## src/rtl/semaforo_timer.sv

```systemverilog
// Step timer for the traffic-light sequencer: counts `data` steps of TICK_DIV cycles, pulses FIN.
// Optional `remaining` port enabled by defining SEMAFORO_TIMER_REMAIN_EN.
module semaforo_timer #(
   parameter int unsigned TICK_DIV = 50000000
) (
   input  logic       clk,
   input  logic       rst,
   input  logic       INICIO,
   input  logic [3:0] data,
   output logic       FIN,
   output logic       busy
`ifdef SEMAFORO_TIMER_REMAIN_EN
   ,
   output logic [3:0] remaining
`endif
);

   localparam int unsigned PW = $clog2(TICK_DIV);
   localparam logic [PW-1:0] LAST = PW'(TICK_DIV - 1);

   typedef enum logic [1:0] {IDLE, COUNT, DONE} state_t;

   state_t        state;
   logic [PW-1:0] prescaler;
   logic [3:0]    counter;
   logic          inicioQ;

   // Abort (INICIO low) is checked before any tick so it wins over the final step.
   always_ff @(posedge clk) begin
      if (rst) begin
         state     <= IDLE;
         prescaler <= '0;
         counter   <= 4'd0;
         inicioQ   <= 1'b0;
         FIN       <= 1'b0;
         busy      <= 1'b0;
      end else begin
         inicioQ <= INICIO;
         FIN     <= 1'b0;
         case (state)
            IDLE: begin
               if (INICIO && !inicioQ) begin
                  state     <= COUNT;
                  busy      <= 1'b1;
                  counter   <= data;
                  prescaler <= '0;
               end
            end
            COUNT: begin
               if (!INICIO) begin
                  state     <= IDLE;
                  busy      <= 1'b0;
                  prescaler <= '0;
                  counter   <= 4'd0;
               end else if (counter == 4'd0) begin
                  state     <= DONE;
                  busy      <= 1'b0;
                  FIN       <= 1'b1;
                  prescaler <= '0;
               end else if (prescaler == LAST) begin
                  prescaler <= '0;
                  if (counter == 4'd1) begin
                     counter <= 4'd0;
                     state   <= DONE;
                     busy    <= 1'b0;
                     FIN     <= 1'b1;
                  end else begin
                     counter <= counter - 4'd1;
                  end
               end else begin
                  prescaler <= prescaler + PW'(1);
               end
            end
            DONE: begin
               if (!INICIO) state <= IDLE;
            end
            default: begin
               state <= IDLE;
               busy  <= 1'b0;
            end
         endcase
      end
   end

`ifdef SEMAFORO_TIMER_REMAIN_EN
   assign remaining = counter;
`endif

endmodule

```

## config.mk

```make
export PLATFORM = sky130hd
export DESIGN_NAME = semaforo_timer
export DESIGN_NICKNAME = d
export VERILOG_FILES = /design/src/rtl/semaforo_timer.sv
export SDC_FILE = /design/constraint.sdc
export NUM_CORES = 1
export LEC_CHECK = 0
export BUFFER_PORTS_ARGS = -buffer_cell sky130_fd_sc_hd__clkbuf_2
export CAP_MARGIN = 20
export CORE_MARGIN = 3
export CORE_UTILIZATION = 25
export DETAILED_ROUTE_END_ITERATION = 12
export SETUP_SLACK_MARGIN = 0.3
export SYNTH_ARGS = -nofsm -noshare
export SYNTH_HDL_FRONTEND = slang
export SYNTH_SLANG_ARGS = --single-unit
```

## constraint.sdc

```tcl
create_clock -name clk -period 2.4 [get_ports clk]
set_input_delay 0.12 -clock clk [delete_from_list [all_inputs] [get_ports clk]]
set_output_delay 0.12 -clock clk [all_outputs]
set_load 0.1 [all_outputs]
```

==> reports/summary.txt <==
status: completed
sw frac: 26.9%
period utilization: 81.6%
worst skew pair latency: 0.29 ns
Slew headroom: 63.2%
Post-synth EDFFs: 0
# nets final: 242
Via density: 4.81
setup TNS: 0 ns
crit path max fanout: 18
Seq/Total Area, Yosys: 37.7%
Max H-tree Level: 2
# diodes: 0
GRT Total Usage: 9.47%
final std cells w/o fill: 328
largest net degree at the start of global routing: 19
CORE AREA: 0.00698 mm^2
initial antenna violation count: 0
die width: 92.2 um
top_reg_cell synth: dfxtp_1
P_leak: 0.772 nW
Util after Layout: 30.7%
Highest Clock Rate: 0.510 GHz
count of final hold-check violations: 0
total power per unit cell area: 536 mW/mm^2
syn_nets: 225
Hold Worst Slack: 0.148 ns
yosys warns: 0
Post-Synthesis Cells: 214
DR pass1 iterations: 4
Final HPWL DP: 2780 um
Hold WC Path Type: primary input to flip-flop
Iter 0 DRT Violations: 97
total gr overflow: 0
clk_skew: 0.00487 ns
clock sink total: 35
Pins Over Slew Limit: 0
CP Class: flip-flop to flip-flop
sequential share of power: 52.7%
post-layout min period: 1.96 ns
gpl congestion: 0.793
Worst Slack Setup Final: 0.441 ns
Max Cap Viol: 0
remaining routing DRC violations: 0
io pins: 9
Syn Area/Cell: 8.68 um^2
RSZ-0062 raised after global routing: false
FF+latch count, synth: 35
Post-synth ARST share: 0%
cell row count: 30
pre-CTS WS: 0.337 ns
CP Capture Type: flip-flop
routed via count: 1578
vias in the first global route: 1381
CP required: 2.58 ns
share of cells above drive strength 1: 15.1%
startpoint types: flip-flop
Initial Utilization: 26.6%
post-route ant nets: 0
Final setup violation count: 0
Syn-to-layout area delta: 15.4%
Root Buffer: clkbuf_8
Post-Syn Area: 0.00186 mm^2
dpl cells: 317
Distinct cells, synth: 49
WL/cell: 11.9 um
worst path arrival time: 2.14 ns
TritonCTS clock tree: done
VDD IR-drop max: 0.158 mV
PortBufs: 8
die height: 92.2 um
P_sw: 0.000309 W
CTS clock-pin slew for the worst setup and hold paths: 0.07 ns
die area: 0.00850 mm^2
Inserted Clock Buffers: 5
worst-margin pin slew: 0.550 ns
Internal Power: 0.000839 W
clock share of power: 35.9%
global-route wire length before repair: 6530 um
Max clock buf depth: 2
WL final: 3890 um
Logic pwr share: 11.4%
==> critical path: stages (launching register included) <==
cell and delay, ns:
dfxtp_1 0.35, inv_1 0.09, ha_1 0.16, or3b_2 0.51
nand2_2 0.17, a211oi_4 0.04, buf_4 0.21, a21o_1 0.17
a21o_1 0.16
==> path summary, 6_finish.rpt <==
check	start	end	slack [ns]	cells past startpoint
worst min-delay path	data[2]	counter[2]	0.15	3
worst max register to register	counter[0]	prescaler[11]	0.44	8
worst max-delay path	counter[0]	prescaler[11]	0.44	8
worst min register to register	busy	busy	0.48	2
==> layer usage <==
layer | up-vias | wire length, um | global-route usage, % | part of all wire [%]
met2 | 19 | 1650 | 14.0 | 42
li1 | 823 | - | - | -
met1 | 731 | 2080 | 13.2 | 53
met4 | 0 | 40 | 2.97 | 1.0
met5 | - | 0 | 0 | 0
met3 | 5 | 125 | 2.79 | 3.2
==> power groups by stage <==
stage	logic, W	registers [W]	clock network [W]
finish	0.000131	0.000604	0.000412
global route	0.000146	0.000606	0.000454
floorplan	0.0000881	0.000629	0
detailed placement	0.000129	0.000618	0
global placement	0.000129	0.000618	0
CTS	0.000130	0.000604	0.000428
==> state kept, by name (all words and copies together), names as in the netlist <==
register   count
FIN            1
busy           1
counter        4
inicioQ        1
prescaler     26
state          2
==> placed cells by master (no fill, tap or decap), drive strengths merged, types with 2 or more instances in the layout <==
master,instances
a21o,6
a21oi,16
a22o,2
a31oi,6
and2,3
and3,3
and4,4
buf,9
clkbuf,13
clkinv,3
dfxtp,35
ha,4
inv,7
nand2,12
nand2b,6
nand3,11
nand3b,2
nand4,11
nor2,22
nor3,4
nor3b,4
nor4bb,2
o21ai,9
o41ai,2
or3,4
or3b,2
xnor2,2
xor2,11
==> logic make-up after synthesis <==
group | after synthesis | synth area share, %
adders and majority gates | 4 | 2.70
and+or+nand+nor | 96 | 30.7
xor gates and xnor gates | 13 | 6.13
muxes | 1 | 0.539
DFF | 35 | 37.7
buffers and inverters | 14 | 3.03
AOI/OAI and AO/OA | 51 | 19.1
==> synth_stat cells, types with 2 or more instances <==
cell | instances | area share, %
dfxtp_1 | 35 | 38
nor2_1 | 22 | 4.4
a21oi_1 | 16 | 4.3
nand2_1 | 12 | 2.4
xor2_1 | 11 | 5.2
nand4_1 | 10 | 3.4
nand3_1 | 9 | 2.4
o21ai_0 | 8 | 2.2
inv_1 | 7 | 1.4
a21o_1 | 6 | 2.4
a31oi_1 | 6 | 2.0
nand2b_1 | 6 | 2.0
and4_1 | 4 | 1.9
clkbuf_1 | 4 | 0.81
ha_1 | 4 | 2.7
nor3b_1 | 4 | 1.6
or3_1 | 4 | 1.3
and2_1 | 3 | 1.0
and3_1 | 3 | 1.0
buf_2 | 3 | 0.81
nor3_1 | 3 | 0.81
a22o_1 | 2 | 0.94
nand3b_1 | 2 | 0.81
nor4bb_1 | 2 | 1.1
o41ai_1 | 2 | 0.94
or3b_2 | 2 | 0.94
xnor2_1 | 2 | 0.94
==> timing repair <==
action | 4_1_cts | 5_1_grt
gates resized for setup | 0 | 3
hold buffers | 0 | 0
endpoints found under the setup margin | 0 | 16
setup buffers | 0 | 3
==> cell type report <==
class | instances | area (um^2)
Clock buffer | 5 | 68.8
Clock inverter | 3 | 15.0
Fill cell | 760 | 4840
Inverter | 7 | 26.3
Multi-Input combinational cell | 165 | 1100
Sequential cell | 35 | 701
Tap cell | 96 | 120
Timing Repair Buffer | 17 | 108
==> metrics by stage <==
step,power [W],area [um^2]
finish,0.00115,2140
CTS,0.00116,2120
global placement,0.000747,2030
detailed placement,0.000747,2030
global route,0.00121,2140
floorplan,0.000717,1860
Note: power is estimated with default switching activity, not from simulation.
